## src/rtl/fu_pkg.sv

```systemverilog
// Shared constants and types for hazard_forward_unit.
//   FWD_* : operand forward-select encodings driven on fwd_sel
//   fsm_state_e : load-use stall FSM states
package fu_pkg;

  localparam logic [1:0] FWD_REGFILE = 2'b00;
  localparam logic [1:0] FWD_EXMEM   = 2'b10;
  localparam logic [1:0] FWD_MEMWB   = 2'b01;

  typedef enum logic {
    S_IDLE  = 1'b0,
    S_STALL = 1'b1
  } fsm_state_e;

endpackage

```

## src/rtl/fu_operand_match.sv

```systemverilog
// Forward-select for one ALU operand: compares its source address against the
// EX/MEM and MEM/WB destinations; EX/MEM (younger) wins when both match.
// Optional macro FU_ZERO_REG_EN: destination 0 never forwards.
// Ports:
//   src          in  source register address of the EX operand
//   ex_mem_wr    in  EX/MEM writes the register file
//   ex_mem_rd    in  EX/MEM destination
//   mem_wb_wr    in  MEM/WB writes the register file
//   mem_wb_rd    in  MEM/WB destination
//   sel_c        out combinational 2-bit forward select
module fu_operand_match
  import fu_pkg::*;
#(
  parameter int unsigned REG_AW = 4
) (
  input  logic [REG_AW-1:0] src,
  input  logic              ex_mem_wr,
  input  logic [REG_AW-1:0] ex_mem_rd,
  input  logic              mem_wb_wr,
  input  logic [REG_AW-1:0] mem_wb_rd,
  output logic [1:0]        sel_c
);

  logic ex_ok;
  logic wb_ok;

  // Qualify each stage's write; register 0 is not a real destination when hardwired
`ifdef FU_ZERO_REG_EN
  assign ex_ok = ex_mem_wr && (ex_mem_rd != '0);
  assign wb_ok = mem_wb_wr && (mem_wb_rd != '0);
`else
  assign ex_ok = ex_mem_wr;
  assign wb_ok = mem_wb_wr;
`endif

  // Priority select, youngest producer first
  always_comb begin
    sel_c = FWD_REGFILE;
    if (ex_ok && (ex_mem_rd == src)) begin
      sel_c = FWD_EXMEM;
    end else if (wb_ok && (mem_wb_rd == src)) begin
      sel_c = FWD_MEMWB;
    end
  end

endmodule

```

## src/rtl/hazard_forward_unit.sv

```systemverilog
// Operand forwarding plus load-use hazard stall control.
// Optional macro FU_ZERO_REG_EN: register 0 hardwired zero (never forwards,
// never raises a load-use hazard).
// Ports:
//   clk, rst_n           clock, async active-low reset
//   if_id_src/_used      sources of the ID instruction and their read enables
//   id_ex_src            sources of the EX instruction (forwarding compare)
//   id_ex_rd/_memRead    EX destination and load flag (hazard compare)
//   ex_mem_*, mem_wb_*   write enables and destinations of the later stages
//   flush                aborts any stall in the same cycle
//   fwd_sel              per-operand forward select (2 bits per operand)
//   stall_pc/_if_id      hold PC and IF/ID
//   bubble_id_ex         insert NOP into ID/EX
//   stall_active         registered: FSM is in STALL
module hazard_forward_unit
  import fu_pkg::*;
#(
  parameter int unsigned REG_AW     = 4,
  parameter int unsigned NUM_SRC    = 2,
  parameter int unsigned LOAD_STALL = 1
) (
  input  logic                      clk,
  input  logic                      rst_n,
  input  logic [NUM_SRC*REG_AW-1:0] if_id_src,
  input  logic [NUM_SRC-1:0]        if_id_src_used,
  input  logic [NUM_SRC*REG_AW-1:0] id_ex_src,
  input  logic [REG_AW-1:0]         id_ex_rd,
  input  logic                      id_ex_memRead,
  input  logic                      ex_mem_regWrite,
  input  logic [REG_AW-1:0]         ex_mem_rd,
  input  logic                      mem_wb_regWrite,
  input  logic [REG_AW-1:0]         mem_wb_rd,
  input  logic                      flush,
  output logic [2*NUM_SRC-1:0]      fwd_sel,
  output logic                      stall_pc,
  output logic                      stall_if_id,
  output logic                      bubble_id_ex,
  output logic                      stall_active
);

  localparam int unsigned CNT_W = (LOAD_STALL > 0) ? $clog2(LOAD_STALL + 1) : 1;

  logic [2*NUM_SRC-1:0] sel_raw;
  logic                 src_hit;
  logic                 rd_ok;
  logic                 hazard;
  logic                 stall_c;
  fsm_state_e           state_q, state_d;
  logic [CNT_W-1:0]     cnt_q, cnt_d;

  // One comparator per operand
  for (genvar g = 0; g < int'(NUM_SRC); g++) begin : g_match
    fu_operand_match #(.REG_AW(REG_AW)) u_match (
      .src       (id_ex_src[g*REG_AW +: REG_AW]),
      .ex_mem_wr (ex_mem_regWrite),
      .ex_mem_rd (ex_mem_rd),
      .mem_wb_wr (mem_wb_regWrite),
      .mem_wb_rd (mem_wb_rd),
      .sel_c     (sel_raw[2*g +: 2])
    );
  end

  // Does any used ID source read the EX load's destination
  always_comb begin
    src_hit = 1'b0;
    for (int unsigned i = 0; i < NUM_SRC; i++) begin
      if (if_id_src_used[i] && (if_id_src[i*REG_AW +: REG_AW] == id_ex_rd)) begin
        src_hit = 1'b1;
      end
    end
  end

`ifdef FU_ZERO_REG_EN
  assign rd_ok = (id_ex_rd != '0);
`else
  assign rd_ok = 1'b1;
`endif

  assign hazard = (LOAD_STALL != 0) && id_ex_memRead && src_hit && rd_ok;

  // Stall FSM: first bubble is raised from IDLE, the remaining ones from STALL
  always_comb begin
    state_d = state_q;
    cnt_d   = cnt_q;
    stall_c = 1'b0;
    case (state_q)
      S_IDLE: begin
        stall_c = hazard && !flush;
        if (stall_c && (LOAD_STALL > 1)) begin
          state_d = S_STALL;
          cnt_d   = CNT_W'(LOAD_STALL - 1);
        end
      end
      S_STALL: begin
        // ID is frozen here, so new hazards are not re-evaluated
        stall_c = !flush;
        cnt_d   = cnt_q - CNT_W'(1);
        if (flush || (cnt_q == CNT_W'(1))) begin
          state_d = S_IDLE;
          cnt_d   = '0;
        end
      end
      default: begin
        state_d = S_IDLE;
        cnt_d   = '0;
      end
    endcase
  end

  // State and counter registers
  always_ff @(posedge clk or negedge rst_n) begin
    if (!rst_n) begin
      state_q <= S_IDLE;
      cnt_q   <= '0;
    end else begin
      state_q <= state_d;
      cnt_q   <= cnt_d;
    end
  end

  // Outputs are forced quiet while reset is held
  assign fwd_sel      = rst_n ? sel_raw : '0;
  assign stall_pc     = stall_c && rst_n;
  assign stall_if_id  = stall_c && rst_n;
  assign bubble_id_ex = stall_c && rst_n;
  assign stall_active = (state_q == S_STALL);

endmodule

```

## config.mk

```make
export PLATFORM = sky130hd
export DESIGN_NAME = hazard_forward_unit
export DESIGN_NICKNAME = d
export VERILOG_FILES = /design/src/rtl/fu_pkg.sv /design/src/rtl/fu_operand_match.sv /design/src/rtl/hazard_forward_unit.sv
export SDC_FILE = /design/constraint.sdc
export NUM_CORES = 1
export LEC_CHECK = 0
export ABC_AREA = 1
export CAP_MARGIN = 5
export CORE_ASPECT_RATIO = 1.5
export CORE_MARGIN = 2
export CORE_UTILIZATION = 25
export CTS_BUF_LIST = sky130_fd_sc_hd__clkbuf_2 sky130_fd_sc_hd__clkbuf_4 sky130_fd_sc_hd__clkbuf_8
export CTS_CLUSTER_DIAMETER = 150
export DETAILED_ROUTE_END_ITERATION = 12
export DONT_BUFFER_PORTS = 1
export PLACE_DENSITY = 0.48
export SYNTH_ARGS = -nofsm -noshare
export SYNTH_HDL_FRONTEND = slang
export SYNTH_HIERARCHICAL = 1
export SYNTH_SLANG_ARGS = --single-unit
```

## constraint.sdc

```tcl
create_clock -name clk -period 1.5 [get_ports clk]
set_clock_uncertainty 0.15 [all_clocks]
set_input_delay 0.375 -clock clk [delete_from_list [all_inputs] [get_ports clk]]
set_output_delay 0.375 -clock clk [all_outputs]
set_load 0.05 [all_outputs]
```

After elaboration in Yosys (flattened, before gate mapping)
Index checks and enable logic that the tools add are counted.
{"block": "op_classes", "n_addsub": 1, "multipliers": 0, "div": 0, "n_lt_le_gt_ge": 0, "n_eq_ne": 6, "shift": 0, "mux": 11, "bitwise_logic": 1, "reduce_logical": 11}
{"operator": "$eq 4x4->1", "count": 6}
{"operator": "$logic_and 1x1->1", "count": 9}
{"operator": "$mux 1", "count": 7}
{"operator": "$mux 2", "count": 2}
{"operator": "$mux 4", "count": 1}
{"operator": "$pmux 1 s2", "count": 1}
{"operator": "$logic_not 1->1", "count": 1}
{"operator": "$logic_or 1x1->1", "count": 1}
{"operator": "$not 1->1", "count": 1}
{"operator": "$sub 1x1->1 const B", "count": 1}
{"block": "totals", "reg_bits": 2, "latchBits": 0, "ramBits": 0, "mem_bits_ro": 0, "in_bits": 36, "out_inout_bits": 8, "word_cells": 32, "memories": 0}

Depth between registers and ports, before layout
Gate-level depths: netlist of the first run.
{"block": "depth", "depth_word": 8, "ltp_mapped": 9, "ltp_nobuf": 9}

Cells and area by module
Netlist of the first run, hierarchy kept.
{"mod": "fu_operand_match", "n_inst": 2, "cells_each": 36, "area_each_um2": 167.7, "seq_area_each_um2": 0.0}
{"mod": "hazard_forward_unit", "n_inst": 1, "cells_each": 57, "area_each_um2": 287.8, "seq_area_each_um2": 50.0}

Worst setup path after synthesis of the first run
Ideal clock, no wire load.
{"block": "synth_timing", "kind": "register -> output", "startpoint": "reg state_q, in the netlist stall_active", "endpoint": "out stall_if_id", "arrival_ns": 1.616, "required_ns": 0.975, "slack_ns": -0.641, "path_stages_with_launch": 4, "n_path_buf": 1, "cell_sequence": "dfrtp_1 > inv_1 > a21oi_2 > buf_4"}
{"block": "synth_via", "elab_chain_cells": 3}
{"item": "start, declared", "line": "hazard_forward_unit.sv:48", "source": "fsm_state_e state_q, state_d;"}
{"item": "start signal, assigned", "line": "hazard_forward_unit.sv:116", "source": "state_q <= state_d;"}
{"item": "$not 1->1", "line": "hazard_forward_unit.sv:86", "source": "case (state_q)"}
{"item": "$pmux 1 s2 (*)", "line": "hazard_forward_unit.sv:86"}
{"item": "$logic_and 1x1->1 (*)"}
{"item": "end, declared", "line": "hazard_forward_unit.sv:36", "source": "output logic stall_if_id,"}
Mark *: on every way between the ends. The rest lies on a longest branch, timed or not.

Worst setup path after layout of the first run
{"block": "layout_timing", "startpoint": "in if_id_src[3]", "endpoint": "out stall_if_id"}
{"block": "layout_via", "elab_chain_cells": 8}
{"item": "start, declared", "line": "hazard_forward_unit.sv:24", "source": "input logic [NUM_SRC*REG_AW-1:0] if_id_src,"}
{"item": "$eq 4x4->1", "line": "hazard_forward_unit.sv:67", "source": "if (if_id_src_used[i] && (if_id_src[i*REG_AW +: REG_AW] == id_ex_rd)) begin"}
{"item": "$logic_and 1x1->1", "line": "hazard_forward_unit.sv:67"}
{"item": "$mux 1 (2 in a row)", "line": "hazard_forward_unit.sv:67"}
{"item": "$logic_and 1x1->1", "line": "hazard_forward_unit.sv:79", "source": "assign hazard = (LOAD_STALL != 0) && id_ex_memRead && src_hit && rd_ok;"}
{"item": "$logic_and 1x1->1", "line": "hazard_forward_unit.sv:88", "source": "stall_c = hazard && !flush;"}
{"item": "$pmux 1 s2", "line": "hazard_forward_unit.sv:86"}
{"item": "$logic_and 1x1->1"}
No other way between the ends.

==> results of run 1 <==
[layer usage]
metal / GRT usage (%) / vias to the layer above
met5: 0 / -
met4: 4.924 / 0
met3: 3.297 / 2
met2: 25.54 / 30
met1: 12.29 / 317
li1: - / 379
[registers in the layout (all words and copies together), names as in the netlist]
signal / cells
cnt_q: 1
stall_active: 1
[power groups by stage]
stage          combinational [mW]  sequential, mW  clock, mW
2_1_floorplan               0.112          0.0589          0
3_3_place_gp                0.127          0.0590          0
3_5_place_dp                0.128          0.0590          0
4_1_cts                     0.141          0.0584      0.165
5_1_grt                     0.199          0.0586      0.178
6_report                    0.177          0.0584      0.158
[Yosys cell counts (all sizes together)]
master / count
nand2: 49
inv: 35
nor2: 14
nand3: 7
o21ai: 5
or2: 4
a21oi: 3
buf: 2
clkinv: 2
dfrtp: 2
xor2: 2
a21o: 1
nand3b: 1
nor3: 1
o21a: 1
[through the flow]
| step | std cells | util [%] |
|---|---|---|
| after floorplan | 129 | - |
| after global placement | 153 | 30.36 |
| after detailed placement | 153 | 30.36 |
| after CTS | 158 | 34.33 |
| after global routing | 158 | 40.91 |
| final | 158 | 40.91 |
[repair_timing]
item                                    in CTS  in global routing
hold buffers                                 1                  0
resized for setup                           25                 70
hold endpoints to repair                     2                  0
setup buffers                                0                  0
pin swaps                                   17                 43
endpoints found under the setup margin       7                  7
[cells in the final DEF, fill, tap and decap left out]
cell,instances
nand3_1,1
inv_8,8
nand2_1,22
nor3_1,1
nand3_2,6
nand3b_1,1
a21o_1,1
nor2_2,4
clkinv_8,1
o21ai_2,1
dfrtp_2,1
xor2_1,1
nor2_1,8
nor2_4,2
dlygate4sd3_1,1
dfrtp_1,1
clkbuf_4,4
inv_1,6
inv_12,1
inv_6,3
o21a_1,1
nand2_4,4
a21oi_4,3
xor2_2,1
clkinvlp_4,4
o21ai_0,2
or2_1,4
nand2_2,23
buf_4,1
buf_12,1
inv_2,11
o21ai_1,2
inv_4,3
[cells by family after synthesis]
group                  Yosys count  share of synthesized area (%)
flip-flops                       2                          8.032
XOR/XNOR                         2                          2.812
AO/OA/AOI/OAI                   10                          10.04
buffers and inverters           39                          24.70
AND/OR/NAND/NOR                 76                          54.42
[worst max-delay path: cells and delay by family]
| family | cells | cell delay (ns) |
|---|---|---|
| buf+inv | 2 | 0.24 |
| compound gates | 1 | 0.16 |
| simple gates | 6 | 0.44 |
[path summary, 6_finish.rpt]
kind                         startpoint           end  slack [ns]  cells after the start
setup / recovery           if_id_src[3]   stall_if_id       -0.24                      9
hold / removal                    flush  stall_active        0.07                      1
setup reg to reg           stall_active         cnt_q        0.50                      3
hold reg to reg                   cnt_q  stall_active        0.28                      1
max in group asynchronous         rst_n  stall_active        0.84                      1
min in group asynchronous         rst_n  stall_active        0.22                      1
[cell type report]
type	instances	area (um2)	share of cell area, %
clock buffers	4	30.03	3.065
inverters	37	261.5	26.69
multi-input cells	88	569.3	58.11
flip-flops and latches	2	51.30	5.236
well taps	24	30.03	3.065
repair buffers	3	37.54	3.831
==> results.toml, run 1 <==
[clocking]
clock_sinks = 2
clk_pin_slew_ns = 0.04
clock_path_buffers = 2
insertion_delay_ns = 0.24
cts_tree = "yes"
root_buffer = "clkbuf_4"
h-tree-depth = 1
cts_made_buffers = 3

[finish]
drive_gt1_share_pct = 61.19
num_antenna_cells = 0
areaGrowthSynthToFinish_pct = 57.23
fillers = 271
fin_nets = 171
finalInstanceArea_um2 = 979.7

[yosys]
ys_seq_area_share_pct = 8.032
ys_ff_latch = 2
ys_top_cells_by_area = "nand2_1 (30%), inv_1 (20%), dfrtp_1 (8.0%)"
netlist-cell-type-count = 21
synth_top_area_share_pct = 29.52
syn_inst = 129
synth_area_um2 = 623.1
yosysTopAreaCell = "nand2_1"
syn_nets = 165
yosysWarnings = 6
avgSynthCellArea_um2 = 4.830

[sta]
setup_viol_count_final = 7
post-route-min-period_ns = 1.744
clock.fmax_ghz = 0.5733
hold_viol = 0
worst_slew_pin_slew_ns = 0.2603
slew_violations = 0
relSlewSlack_pct = 82.61
min_period_over_period_pct = 116.3
hold-worst-slack_ns = 0.07057
fin_ws_ns = -0.2443
setup_tns_ns = -1.121
rsz0062_at_grt = "true"

[placement]
dp_slack_ns = -0.2442
dpl_cell_area_um2 = 726.9
dpl.hpwl_um = 1393
place.port_buffers = 0
gp_congestion = 0.7881

[setup_path]
cp_cell_sequence = "clkinv_8, nand2_4, nand2_2, nor2_2, nand3b_1, nand2_1, nand2_2, a21oi_4, buf_12"
worstPathRequired_ns = 0.97
crit_fanout = 3
worstSetupEndpointType = "primary output"
cpMostUsedCell = "nand2_2"
cp_slowest_cell = "buf_12"
start_kind = "primary input"
slowest_delay_ns = 0.22
path_class = "primary input to primary output"
crit_arrival_ns = 1.22

[die]
die_area_mm2 = 0.002916
start_util_pct = 26.02
placementRows = 22
die_x_um = 44.76
ioPinCount = 44
die_h_um = 65.15
coreArea_mm2 = 0.002395

[hold_path]
hp-class = "primary input to register"

[grt]
antenna_found_initial = 0
grt_usage_pct = 13.14
grt_pass1_wl_um = 2884
grt_pass1_vias = 780
overflow = 0
grt_max_degree = 7

[run_status]
violations = "setup timing"
outcome = "finished with violations"

[power_and_ir_drop]
p_leak_nw = 0.4719
p_total_mw = 0.3936
combPwrFrac_pct = 44.9
p_sw_share_pct = 34.18
p_int_mw = 0.2591
ir_worst_vdd_mv = 0.1958
clock_power_share_pct = 40.2
power_density_mw_per_mm2 = 401.8
seq_power_share_pct = 14.8
p_switching_mw = 0.1345

[detailed_routing]
drtPass1Iterations = 2
route.met3.wl_um = 142
wl_um = 1704
avgRoutedWirePerCell_um = 10.78
top_layer_used = "met4"
vias_per_cell = 4.608
wl_met2_um = 1017
first_iter_violations = 11
ant_nets = 0
wl_met1_um = 528
vias = 728
drc = 0

[run]
max_cap_violations = 0
(Power assumes the default switching activity.)
==> run 2: changes to the inputs <==
--- a/config.mk
+++ b/config.mk
@@ -6,7 +6,6 @@
 export NUM_CORES = 1
 export LEC_CHECK = 0
 export ABC_AREA = 1
-export CAP_MARGIN = 5
 export CORE_ASPECT_RATIO = 1.5
 export CORE_MARGIN = 2
 export CORE_UTILIZATION = 25
@@ -15,6 +14,7 @@
 export DETAILED_ROUTE_END_ITERATION = 12
 export DONT_BUFFER_PORTS = 1
 export PLACE_DENSITY = 0.48
+export SKIP_CTS_REPAIR_TIMING = 1
 export SYNTH_ARGS = -nofsm -noshare
 export SYNTH_HDL_FRONTEND = slang
 export SYNTH_HIERARCHICAL = 1
==> results.toml, run 2 (synthesized netlist as in run 1, its figures left out) <==
[grt]
grt_pass1_wl_um = 2787
antenna_found_initial = 0
grt_max_degree = 8
grt_pass1_vias = 780
overflow = 0
grt_usage_pct = 12.69

[finish]
areaGrowthSynthToFinish_pct = 42.77
final_common_cell = "nand2_1"
num_antenna_cells = 0
drive_gt1_share_pct = 45.52
final_cell_mix = "nand2_1 (31), nand2_2 (16), inv_1 (15)"
finalNonFillerCells = 158
fin_nets = 171
fillers = 285
post-route-util_pct = 37.15

[sta]
hold-worst-slack_ns = 0.07525
setup_viol_count_final = 7
rsz0062_at_grt = "true"
worst_slew_pin_slew_ns = 0.2604
clock.fmax_ghz = 0.5817
relSlewSlack_pct = 82.60
min_period_over_period_pct = 114.6
setup_tns_ns = -1.072
post-route-min-period_ns = 1.719
slew_violations = 0
fin_ws_ns = -0.2191
hold_viol = 0

[clocking]
cts_tree = "yes"
h-tree-depth = 1
cts_made_buffers = 3
clock_path_buffers = 2
root_buffer = "clkbuf_4"
clock_sinks = 2
insertion_delay_ns = 0.23
clk_pin_slew_ns = 0.04

[setup_path]
path_class = "primary input to primary output"
worstSetupEndpoint = "stall_if_id"
cp_slowest_cell = "buf_12"
cp_cell_sequence = "clkinv_8, nand2_4, nand2_2, nor2_2, nand3b_1, nand2_1, nand2_2, a21oi_4, buf_12"
r2r-end = "cnt_q"
crit_fanout = 3
start_kind = "primary input"
worstReg2RegStart = "stall_active"
crit_arrival_ns = 1.19
slowest_delay_ns = 0.22
worstRegToRegCells = 3
startpoint = "if_id_src[2]"
worstSetupEndpointType = "primary output"
r2r_slack_ns = 0.49
cpMostUsedCell = "nand2_2"
worstPathRequired_ns = 0.97

[power_and_ir_drop]
combPwrFrac_pct = 42.3
power_density_mw_per_mm2 = 414.4
seq_power_share_pct = 15.8
p_total_mw = 0.3687
p_int_mw = 0.2456
p_sw_share_pct = 33.38
clock_power_share_pct = 41.8
p_switching_mw = 0.1231
ir_worst_vdd_mv = 0.1907
p_leak_nw = 0.4555

[detailed_routing]
drc = 0
drtPass1Iterations = 3
ant_nets = 0
vias_per_cell = 4.519
first_iter_violations = 4
avgRoutedWirePerCell_um = 10.22
wl_um = 1615
vias = 714

[placement]
gp_congestion = 0.7881
dp_cells = 153
place.port_buffers = 0
dpl.hpwl_um = 1393

[run_status]
violations = "setup timing"
outcome = "finished with violations"

[die]
coreArea_mm2 = 0.002395
die_h_um = 65.15
placementRows = 22
die_x_um = 44.76
die_area_mm2 = 0.002916
ioPinCount = 44
start_util_pct = 26.02

[run]
max_cap_violations = 0

[hold_path]
hp-class = "primary input to register"
[run 2: critical path, delay by kind of cell]
kind,cells,cell delay [ns]
AO/OA/AOI/OAI,1,0.14
buffers and inverters,2,0.24
AND/OR/NAND/NOR,6,0.44
[run 2: worst min-delay path by stage]
stage	depth (start not counted)	slack [ns]	to	startpoint
2_1_floorplan	0	-0.07	cnt_q	rst_n
3_3_place_gp	0	-0.07	cnt_q	rst_n
3_5_place_dp	0	-0.07	cnt_q	rst_n
4_1_cts	0	-0.33	stall_active	rst_n
5_1_grt	1	0.07	stall_active	flush
6_report	1	0.08	stall_active	flush
[run 2: cell type report]
| class | count | area [um2] | share of cell area [%] |
|---|---|---|---|
| clock buffer | 4 | 30.03 | 3.376 |
| tap | 24 | 30.03 | 3.376 |
| timing repair buffer | 3 | 37.54 | 4.219 |
| sequential | 2 | 51.30 | 5.767 |
| inverter | 37 | 221.5 | 24.89 |
| multi-input combinational | 88 | 519.2 | 58.37 |
[run 2: through the flow]
stage               worst slack, ns  instance area (um2)
floorplan                   -0.3944                691.9
global placement            -0.2387                726.9
detailed placement          -0.2442                726.9
CTS                         -0.2479                757.0
global route                -0.3042                889.6
finish                      -0.2191                889.6
[run 2: layer usage]
metal,routed length (um),GRT usage (%),up-vias
li1,-,-,379
met1,550,11.60,307
met2,929,24.82,28
met3,136,3.297,0
met4,0,4.924,0
met5,0,0,-
[run 2: power by group through the flow]
| stage | logic [mW] | registers [mW] | clock network, mW |
|---|---|---|---|
| global route | 0.179 | 0.0586 | 0.172 |
| floorplan | 0.112 | 0.0589 | 0 |
| global placement | 0.127 | 0.0590 | 0 |
| detailed placement | 0.128 | 0.0590 | 0 |
| finish | 0.156 | 0.0584 | 0.154 |
| CTS | 0.128 | 0.0584 | 0.165 |
